===== src/rtl/pwm_bus_pkg.sv =====
// pwm_bus_pkg: shared widths, FSM state codes and master ids for the pwm_register bus.
package pwm_bus_pkg;

    localparam int DEF_ADDR_W = 8;
    localparam int DEF_DATA_W = 16;

    localparam logic [1:0] S_IDLE    = 2'd0;
    localparam logic [1:0] S_ISSUE   = 2'd1;
    localparam logic [1:0] S_RD_WAIT = 2'd2;
    localparam logic [1:0] S_DONE    = 2'd3;

    typedef enum logic {
        M0 = 1'b0,
        M1 = 1'b1
    } master_e;

endpackage


===== src/rtl/pwm_reg_arbiter.sv =====
// pwm_reg_arbiter: shares the pwm_register port between an APB-lite host (M0) and an I2C bridge (M1),
// fixed priority to M0 with a starvation guard that forces M1 through.
module pwm_reg_arbiter
    import pwm_bus_pkg::*;
#(
    parameter int ADDR_W       = DEF_ADDR_W,
    parameter int DATA_W       = DEF_DATA_W,
    parameter int RD_LATENCY   = 1,
    parameter int STARVE_LIMIT = 4
) (
    input  logic              clk_psc_i,
    input  logic              rst_n_i,
    input  logic              m0_req_i,
    input  logic              m0_we_i,
    input  logic [ADDR_W-1:0] m0_addr_i,
    input  logic [DATA_W-1:0] m0_wdata_i,
    output logic              m0_ack_o,
    output logic [DATA_W-1:0] m0_rdata_o,
    input  logic              m1_req_i,
    input  logic              m1_we_i,
    input  logic [ADDR_W-1:0] m1_addr_i,
    input  logic [DATA_W-1:0] m1_wdata_i,
    output logic              m1_ack_o,
    output logic [DATA_W-1:0] m1_rdata_o,
    output logic              reg_wr_en_o,
    output logic              reg_rd_en_o,
    output logic [ADDR_W-1:0] reg_addr_o,
    output logic [DATA_W-1:0] reg_wdata_o,
    input  logic [DATA_W-1:0] reg_rdata_i,
    output logic              busy_o
);

    localparam int SW = $clog2(STARVE_LIMIT + 1);
    localparam int CW = $clog2(RD_LATENCY + 1);

    logic [1:0]        state_q, state_d;
    master_e           gnt_q, gnt_d;
    logic              we_q, we_d;
    logic [ADDR_W-1:0] addr_q, addr_d;
    logic [DATA_W-1:0] wdata_q, wdata_d;
    logic [DATA_W-1:0] m0_rdata_q, m0_rdata_d;
    logic [DATA_W-1:0] m1_rdata_q, m1_rdata_d;
    logic [SW-1:0]     starve_q, starve_d;
    logic [CW-1:0]     cnt_q, cnt_d;
    logic              pick_m1;
    logic              capture;

    always_comb begin
        pick_m1    = m1_req_i && (!m0_req_i || starve_q == SW'(STARVE_LIMIT));
        capture    = state_q == S_RD_WAIT && cnt_q == CW'(RD_LATENCY - 1);
        state_d    = state_q;
        gnt_d      = gnt_q;
        we_d       = we_q;
        addr_d     = addr_q;
        wdata_d    = wdata_q;
        starve_d   = starve_q;
        cnt_d      = state_q == S_RD_WAIT ? cnt_q + 1'b1 : '0;
        m0_rdata_d = capture && gnt_q == M0 ? reg_rdata_i : m0_rdata_q;
        m1_rdata_d = capture && gnt_q == M1 ? reg_rdata_i : m1_rdata_q;
        case (state_q)
            S_IDLE: begin
                // M1 waiting but not picked implies an M0 grant below the limit, so no saturation test needed
                starve_d = (!m1_req_i || pick_m1) ? '0 : starve_q + 1'b1;
                if (m0_req_i || m1_req_i) begin
                    state_d = S_ISSUE;
                    gnt_d   = pick_m1 ? M1 : M0;
                    we_d    = pick_m1 ? m1_we_i : m0_we_i;
                    addr_d  = pick_m1 ? m1_addr_i : m0_addr_i;
                    wdata_d = pick_m1 ? m1_wdata_i : m0_wdata_i;
                end
            end
            S_ISSUE:   state_d = we_q ? S_DONE : S_RD_WAIT;
            S_RD_WAIT: state_d = capture ? S_DONE : S_RD_WAIT;
            default:   state_d = S_IDLE;
        endcase
    end

    always_ff @(posedge clk_psc_i or negedge rst_n_i) begin
        if (!rst_n_i) begin
            state_q    <= S_IDLE;
            gnt_q      <= M0;
            we_q       <= 1'b0;
            addr_q     <= '0;
            wdata_q    <= '0;
            m0_rdata_q <= '0;
            m1_rdata_q <= '0;
            starve_q   <= '0;
            cnt_q      <= '0;
        end else begin
            state_q    <= state_d;
            gnt_q      <= gnt_d;
            we_q       <= we_d;
            addr_q     <= addr_d;
            wdata_q    <= wdata_d;
            m0_rdata_q <= m0_rdata_d;
            m1_rdata_q <= m1_rdata_d;
            starve_q   <= starve_d;
            cnt_q      <= cnt_d;
        end
    end

    assign reg_wr_en_o = state_q == S_ISSUE && we_q;
    assign reg_rd_en_o = state_q == S_ISSUE && !we_q;
    assign m0_ack_o    = state_q == S_DONE && gnt_q == M0;
    assign m1_ack_o    = state_q == S_DONE && gnt_q == M1;
    assign busy_o      = state_q != S_IDLE;
    assign reg_addr_o  = addr_q;
    assign reg_wdata_o = wdata_q;
    assign m0_rdata_o  = m0_rdata_q;
    assign m1_rdata_o  = m1_rdata_q;

endmodule


===== config.mk =====
export PLATFORM = sky130hd
export DESIGN_NAME = pwm_reg_arbiter
export DESIGN_NICKNAME = d
export VERILOG_FILES = /design/src/rtl/pwm_bus_pkg.sv /design/src/rtl/pwm_reg_arbiter.sv
export SDC_FILE = /design/constraint.sdc
export NUM_CORES = 1
export LEC_CHECK = 0
export BUFFER_PORTS_ARGS = -buffer_cell sky130_fd_sc_hd__buf_2
export CELL_PAD_IN_SITES_DETAIL_PLACEMENT = 0
export CELL_PAD_IN_SITES_GLOBAL_PLACEMENT = 1
export CORE_ASPECT_RATIO = 1.4
export CORE_UTILIZATION = 36
export CTS_CLUSTER_SIZE = 14
export DETAILED_ROUTE_END_ITERATION = 10
export GPL_TIMING_DRIVEN = 0
export MAX_ROUTING_LAYER = met4
export PLACE_DENSITY = 0.8
export SLEW_MARGIN = 25
export SYNTH_ARGS = -nofsm -noshare
export SYNTH_HDL_FRONTEND = slang
export SYNTH_SLANG_ARGS = --single-unit

===== constraint.sdc =====
create_clock -name clk_psc_i -period 2.22 [get_ports clk_psc_i]
set_input_delay 0.444 -clock clk_psc_i [delete_from_list [all_inputs] [get_ports clk_psc_i]]
set_output_delay 0.444 -clock clk_psc_i [all_outputs]
set_load 0.05 [all_outputs]

# Word-level counts from Yosys, hierarchy flattened
# Cells that the tools add are included.
# totals
ff_bits	64
in_bits	70
out_inout_bits	61
elab_cells	45
# classes
n_addsub	2
n_eq_ne	5
muxes	10
bitwise_logic	2
reduce_logical	17
# ops
cell	count
16-bit 2-to-1 mux	1
1-bit logical AND	8
8-bit 2-to-1 mux	1
2-bit one-hot mux with 3 select lines	1
1-bit 2-to-1 mux	5
2-bit == test, second input constant	2
3-bit by 1-bit adder with 3-bit output, second input constant	1
3-bit == test, second input constant	1
1-bit logical NOT	3
1-bit logical OR	3
3-bit 2-to-1 mux	1
2-bit by 1-bit == test with 1-bit output, second input constant	1
2-bit logical NOT	1
2-bit 2-to-1 mux	1
2-bit != test, second input constant	1
1-bit inverter	2
2-bit AND reduction	1
2-bit nonzero test	1
1-bit adder, second input constant	1

# Longest topological paths before layout
# Gate-level depths: netlist of the first run.
# depth
depth_word	5
depth_mapped	8
ltp_nobuf	5

# Worst setup path after synthesis of the first run
# Ideal clock, no wire load.
# synth_path
path_type	register to output
start	register state_q[1]
end	output reg_rd_en_o
t_arrival_ns	1.313
required_ns	1.776
path_slack_ns	0.463
path_stages_with_launch	4
path_buffers	0
cell_sequence	dfrtp_1 > inv_1 > ha_1 > nor2b_1
# synth_between
elab_chain_len	2
# synth_lines
item	line_no	rtl
from (decl)	pwm_reg_arbiter.sv:36	logic [1:0] state_q, state_d;
from (signal assigned)	pwm_reg_arbiter.sv:90	state_q <= state_d;
2-bit by 1-bit == test with 1-bit output	pwm_reg_arbiter.sv:103	assign reg_rd_en_o = state_q == S_ISSUE && !we_q;
1-bit logical AND	pwm_reg_arbiter.sv:103	
to (decl)	pwm_reg_arbiter.sv:26	output logic reg_rd_en_o,
# Every way passes these cells.

# Worst setup path in the final report of the first run
# layout_path
start	register state_q[0]
end	output busy_o
# layout_between
elab_chain_len	1
# layout_lines
item	line_no	rtl
2-bit nonzero test	pwm_reg_arbiter.sv:106	assign busy_o = state_q != S_IDLE;
to (decl)	pwm_reg_arbiter.sv:30	output logic busy_o
# Every way passes these cells.

==> out/results.ini, run 1 <==
[outcome]
status = completed

[final_layout]
nets = 474
drive_above_1_share_pct = 51.4
multiInputGateArea_um2 = 1240
seq_area_um2 = 1600
syn2layout_area_growth_pct = 32.7
post-route-util_pct = 50.1
fillers = 765
diodes = 0

[logic_synthesis]
synth_most_common_cell = dfrtp_1
syn_area_um2 = 2980
yosysTopAreaCell = dfrtp_1
synth_flop_cell = dfrtp_1
synth_seq_area_share_pct = 53.8
synth_edf_count = 0
yosysTopAreaCellShare_pct = 53.8
ys.warnings.count = 0
syn_inst = 256
synthTopCellsByCount = dfrtp_1 (64), nand2_1 (52), mux2_2 (33)
synthArstFlopShare_pct = 100
avgSynthCellArea_um2 = 11.6
ys_seq_elements = 64
yosysUniqueCellTypes = 30
syn-num-nets = 332
synth_area_leaders = dfrtp_1 (54%), mux2_2 (12%), o211ai_2 (8.4%), nand2_1 (6.6%), nand4_1 (5.5%)

[clock_tree]
post_cts_resize_count = 0
htreeDepth = 3
clock_path_buffers = 2
clk_latency_ns = 0.34
clockRootBuffer = clkbuf_8
clkTransAtPathRegs_ns = 0.08
cts.sink_count = 64
cts_buffers = 9
cts_tree = built

[sta]
worstMarginPinSlew_ns = 0.638
post-route-period-util_pct = 90.9
grt_setup_unrepaired = no
setup_viol = 0
slew_headroom_pct = 57.2
fin_ws_ns = 0.203
setup-tns-final_ns = 0
fmax_mhz = 496
hold_viol = 0
fin_worst_skew_ns = 0.0103
finalMaxSlewViolations = 0
layout_min_cycle_time_ns = 2.02

[run]
drv_cap = 0

[routing]
drcViolationCount = 0
routed_wl_um = 7760
vias = 2544
drt-initial-drc-count = 88
via_per_inst = 5.06
ant_nets = 0
dr.pass1.iters = 4
wire_per_inst_um = 15.4

[power_and_ir_drop]
pwr-share-clk_pct = 12.2
vdd_drop_max_v = 0.000846
p_int_w = 0.00330
pwr-share-seq_pct = 29.0
p_leak_nw = 1.94
switchingPower_w = 0.00377
powerDensity_nw_per_um2 = 1790
p_comb_share_pct = 58.8
p_sw_share_pct = 53.3

[worst_setup_path]
required_ns = 1.78
rr_worst_depth = 7
path_max_fanout = 8
cp_cell_sequence = inv_1 -> ha_1 -> buf_2 -> inv_1 -> buf_2
worstPathArrival_ns = 1.57
path_buf_inv = 4
crit_path_end_kind = output port
path_class = reg -> out
cp_top_family = buffers and inverters
critPathSlowestCell = dfrtp_1
path_depth = 5
slowest_delay_ns = 0.41
startpoint_type = flop

[grt]
first_global_vias = 2594
grt_max_degree = 47
grt_pass1_wl_um = 12500
antenna_found_initial = 0
grt_usage_pct = 19.5
grt_overflow = 0

[place]
dpl.hpwl_um = 5860
pre_cts_slack_ns = 0.255
place_congestion = 0.783
portBuffers = 129

[min_path]
hold_depth = 2
hold_class = in -> reg

[die]
initial_core_util_pct = 37.7
core.rowCount = 38
dieHeight_um = 110
die_w_um = 78.9
core_um2 = 7890
die_area_um2 = 8650
pin_count = 131

through the flow:
step	cells	power, W	instance area (um2)	hold WS [ns]
global route	503	0.00749	3950	0.343
finish	503	0.00706	3950	0.353
CTS	503	0.00713	3950	0.337
global placement	485	0.00617	3750	0.428
floorplan	256	0.00523	2980	0.148
detailed placement	486	0.00626	3780	0.349
power groups by stage:
stage          clock network, W  registers (W)  logic (W)
3_5_place_dp                  0        0.00206    0.00420
5_1_grt                0.000938        0.00212    0.00443
4_1_cts                0.000881        0.00205    0.00420
2_1_floorplan                 0        0.00385    0.00138
3_3_place_gp                  0        0.00204    0.00413
6_report               0.000859        0.00205    0.00416
timing repair:
action / in CTS / in global routing
hold endpoints to repair: 18 / 0
hold buffers: 1 / 0
setup buffers: 0 / 0
area by class of cell:
type	instances	area share, %
buffer	21	2.78
clock buffer	10	3.23
clock inverter	6	0.918
inverter	7	0.665
multi-input combinational	164	31.4
sequential	64	40.5
tap	100	3.16
timing repair buffer	131	17.3
registers in the layout (all words and copies together), names as in the netlist:
name / flops
reg_addr_o: 8
cnt_q: 1
m0_rdata_o: 16
m1_rdata_o: 16
reg_wdata_o: 16
starve_q: 3
we_q: 1
state_q: 2
gnt_q: 1
path summary, 6_finish.rpt:
path	start	endpoint	slack, ns
setup / recovery	state_q[0]	busy_o	0.20
hold / removal	reg_rdata_i[4]	m1_rdata_o[4]	0.35
setup reg to reg	state_q[0]	reg_wdata_o[4]	0.25
hold reg to reg	cnt_q	cnt_q	0.44
max in group asynchronous	rst_n_i	reg_wdata_o[4]	1.17
min in group asynchronous	rst_n_i	reg_wdata_o[5]	0.54
metal layers:
| metal | up-vias | GRT usage [%] | wire (um) | share of wire [%] |
|---|---|---|---|---|
| met2 | 116 | 31.7 | 3780 | 49 |
| met5 | - | - | 0 | 0 |
| met1 | 1223 | 23.7 | 3380 | 44 |
| met4 | 0 | 8.31 | 119 | 1.5 |
| li1 | 1194 | - | - | - |
| met3 | 11 | 3.65 | 483 | 6.2 |
kinds of logic after synthesis:
family,Yosys count,synth area share (%)
compound gates,36,12.3
flops,64,53.8
mux,34,12.8
buf+inv,28,4.58
simple gates,88,14.1
fa+ha+maj,6,2.52
placed cells by master, fill, tap and decap left out, types with 5 or more instances in the layout:
master	synthesis	final
nand2_1	52	52
o211ai_1	5	5
clkbuf_8	0	9
buf_2	4	132
clkbuf_1	11	12
mux2_2	33	33
nand4_1	26	26
inv_1	7	7
ha_1	6	6
dfrtp_1	64	64
o211ai_2	20	20
No activity file was read; power rests on OpenSTA's default activity.
==> run 2: changes to the inputs <==
--- a/config.mk
+++ b/config.mk
@@ -5,16 +5,17 @@
 export SDC_FILE = /design/constraint.sdc
 export NUM_CORES = 1
 export LEC_CHECK = 0
-export BUFFER_PORTS_ARGS = -buffer_cell sky130_fd_sc_hd__buf_2
+export BUFFER_PORTS_ARGS = -buffer_cell sky130_fd_sc_hd__clkbuf_2
 export CELL_PAD_IN_SITES_DETAIL_PLACEMENT = 0
 export CELL_PAD_IN_SITES_GLOBAL_PLACEMENT = 1
 export CORE_ASPECT_RATIO = 1.4
+export CORE_MARGIN = 2
 export CORE_UTILIZATION = 36
 export CTS_CLUSTER_SIZE = 14
 export DETAILED_ROUTE_END_ITERATION = 10
 export GPL_TIMING_DRIVEN = 0
 export MAX_ROUTING_LAYER = met4
-export PLACE_DENSITY = 0.8
+export PLACE_DENSITY_LB_ADDON = 0.1
 export SLEW_MARGIN = 25
 export SYNTH_ARGS = -nofsm -noshare
 export SYNTH_HDL_FRONTEND = slang
==> run 2 against run 1 <==
Effect of this change: design area grew 3.6%; die area is 4.4% higher; clock-buffer cell count grew 3; critical path depth stayed put; via count down 3.3%; clock skew down 0.0068 ns; first-iteration DRC count fell by 15%; final cell count increased by 0.20%; setup slack better by 0.029 ns; core utilization is 0.49 points higher; global-route usage down 0.22 points; non-clock buffer count decreased by 1.
==> out/results.ini, run 2 (synthesis gave the netlist of run 1 again) <==
[grt]
grt_overflow = 0  ; unchanged
grt_usage_pct = 19.3  ; was 19.5%
first_global_vias = 2566  ; was 2,594
antenna_found_initial = 0  ; unchanged
grtUsageMet2_pct = 31.2  ; was 31.7%
grtUsageMet1_pct = 22.8  ; was 23.7%
grt_pass1_wl_um = 12700  ; was 12,500 um
grt_max_degree = 48  ; was 47
gr-max-usage-layer = met2  ; unchanged
grt_use_met3_pct = 3.48  ; was 3.65%

[power_and_ir_drop]
powerDensity_nw_per_um2 = 1880  ; was 1790 nW/um2
p_leak_nw = 2.02  ; was 1.94 nW
vdd_drop_max_v = 0.000819  ; was 0.000846 V

[sta]
setup_viol = 0  ; unchanged
slew_headroom_pct = 55.0  ; was 57.2%
hold_viol = 0  ; unchanged
grt_setup_unrepaired = no  ; unchanged
layout_min_cycle_time_ns = 1.99  ; was 2.02 ns
post-route-period-util_pct = 89.6  ; was 90.9%
fmax_mhz = 503  ; was 496 MHz
fin_worst_skew_ns = 0.00341  ; was 0.0103 ns
finalMaxSlewViolations = 0  ; unchanged
hold_ws_ns = 0.0264  ; was 0.353 ns
setup-tns-final_ns = 0  ; unchanged
fin_ws_ns = 0.232  ; was 0.203 ns
worstMarginPinSlew_ns = 0.671  ; was 0.638 ns

[place]
portBuffers = 129  ; unchanged
dpl.hpwl_um = 5850  ; was 5860 um
place_congestion = 0.790  ; was 0.783
dp.cells = 488  ; was 486
pre_cts_slack_ns = 0.245  ; was 0.255 ns

[clock_tree]
cts.sink_count = 64  ; unchanged
post_cts_buffers = 0  ; unchanged
hold_buffers = 0  ; was 1
clk_latency_ns = 0.33  ; was 0.34 ns
cts_buffers = 9  ; unchanged
clkTransAtPathRegs_ns = 0.05  ; was 0.08 ns
cts_tree = built  ; unchanged
htreeDepth = 3  ; unchanged
clock_path_buffers = 2  ; unchanged
clockRootBuffer = clkbuf_16  ; was clkbuf_8
post_cts_resize_count = 0  ; unchanged

[worst_setup_path]
slowest_delay_ns = 0.39  ; was 0.41 ns
path_max_fanout = 8  ; unchanged
worstPathArrival_ns = 1.54  ; was 1.57 ns
cp_common_cell = inv_1
critPathSlowestCell = dfrtp_1  ; unchanged
cp_cell_sequence = inv_1 -> ha_1 -> buf_2 -> inv_1 -> clkbuf_2  ; was inv_1 -> ha_1 -> buf_2 -> inv_1 -> buf_2
crit_path_end_kind = output port  ; unchanged
path_class = reg -> out  ; unchanged
startpoint_type = flop  ; unchanged
required_ns = 1.78  ; about the same

[die]
core_um2 = 8100  ; was 7890 um2
dieHeight_um = 112  ; was 110 um
core.rowCount = 39  ; was 38
pin_count = 131  ; unchanged
die_area_um2 = 9030  ; was 8650 um2
initial_core_util_pct = 36.8  ; was 37.7%
die_w_um = 80.9  ; was 78.9 um

[min_path]
hold_class = in -> async  ; was in -> reg

[final_layout]
post-route-util_pct = 50.6  ; was 50.1%
layout_commonest_cell = clkbuf_2  ; was buf_2
drive_above_1_share_pct = 51.0  ; was 51.4%
nets = 473  ; was 474
syn2layout_area_growth_pct = 37.5  ; was 32.7%
final_cell_mix = clkbuf_2 (128), dfrtp_1 (64), nand2_1 (52), mux2_2 (33), nand4_1 (26)  ; was buf_2 (132), dfrtp_1 (64), nand2_1 (52), mux2_2 (33), nand4_1 (26)
diodes = 0  ; unchanged
stdcell_count = 504  ; was 503
fillers = 797  ; was 765

[routing]
dr.pass1.iters = 4  ; unchanged
vias = 2460  ; was 2,544
ant_nets = 0  ; unchanged
drt-initial-drc-count = 75  ; was 88
via_per_inst = 4.88  ; was 5.06
wire_per_inst_um = 15.6  ; was 15.4 um
routed_wl_um = 7860  ; was 7760 um
drcViolationCount = 0  ; unchanged

[run]
drv_cap = 0  ; unchanged

[outcome]
status = completed  ; unchanged

[run 2: cell types whose count changed in the layout (fill, tap and decap cells not counted), moves of 3 or more]
cell | previous run | this run
clkbuf_8 | 9 | 1
buf_2 | 132 | 4
clkinv_2 | 4 | 1
clkbuf_16 | 0 | 9
clkbuf_2 | 0 | 128
[run 2: final timing paths]
| kind | start | end | slack [ns] | cells after the start |
|---|---|---|---|---|
| setup reg to reg | state_q[0] | reg_wdata_o[12] | 0.25 | 7 |
| max in group asynchronous | rst_n_i | m1_rdata_o[10] | 1.67 | 2 |
| hold / removal | rst_n_i | m1_rdata_o[2] | 0.03 | 1 |
| setup / recovery | state_q[0] | busy_o | 0.23 | 5 |
| hold reg to reg | cnt_q | cnt_q | 0.44 | 1 |
| min in group clk_psc_i | m0_wdata_i[15] | reg_wdata_o[15] | 0.36 | 3 |
[run 2: power breakdown]
group | switching, W | internal, W | total, W
registers | 0.000307 | 0.00175 | 0.00206
logic | 0.00300 | 0.00113 | 0.00413
clock network | 0.000484 | 0.00101 | 0.00150
[run 2: per-layer routing]
metal | routed length, um | vias to the layer above
met2 | 3940 | 89
met3 | 430 | 10
met4 | 170 | 0
met1 | 3320 | 1164
met5 | 0 | -
li1 | - | 1197
[run 2: final cells by class]
| class | count | area [um2] | area share, % |
|---|---|---|---|
| Buffer | 21 | 110 | 2.69 |
| Sequential cell | 64 | 1600 | 39.1 |
| Clock inverter | 3 | 65.1 | 1.59 |
| Inverter | 7 | 26.3 | 0.641 |
| Tap cell | 102 | 128 | 3.11 |
| Multi-Input combinational cell | 164 | 1240 | 30.3 |
| Timing Repair Buffer | 130 | 676 | 16.5 |
| Clock buffer | 13 | 250 | 6.11 |
[run 2: worst max-delay path, delay by kind of cell (launching register included)]
family     cells  cell delay, ns
buf+inv        4            0.65
fa+ha+maj      1            0.19
flops          1            0.39
[run 2: stage by stage]
stage | total power [W] | instance area (um2)
2_1_floorplan | 0.00523 | 2980
3_3_place_gp | 0.00619 | 3750
3_5_place_dp | 0.00625 | 3780
4_1_cts | 0.00778 | 4100
5_1_grt | 0.00811 | 4100
6_report | 0.00769 | 4100
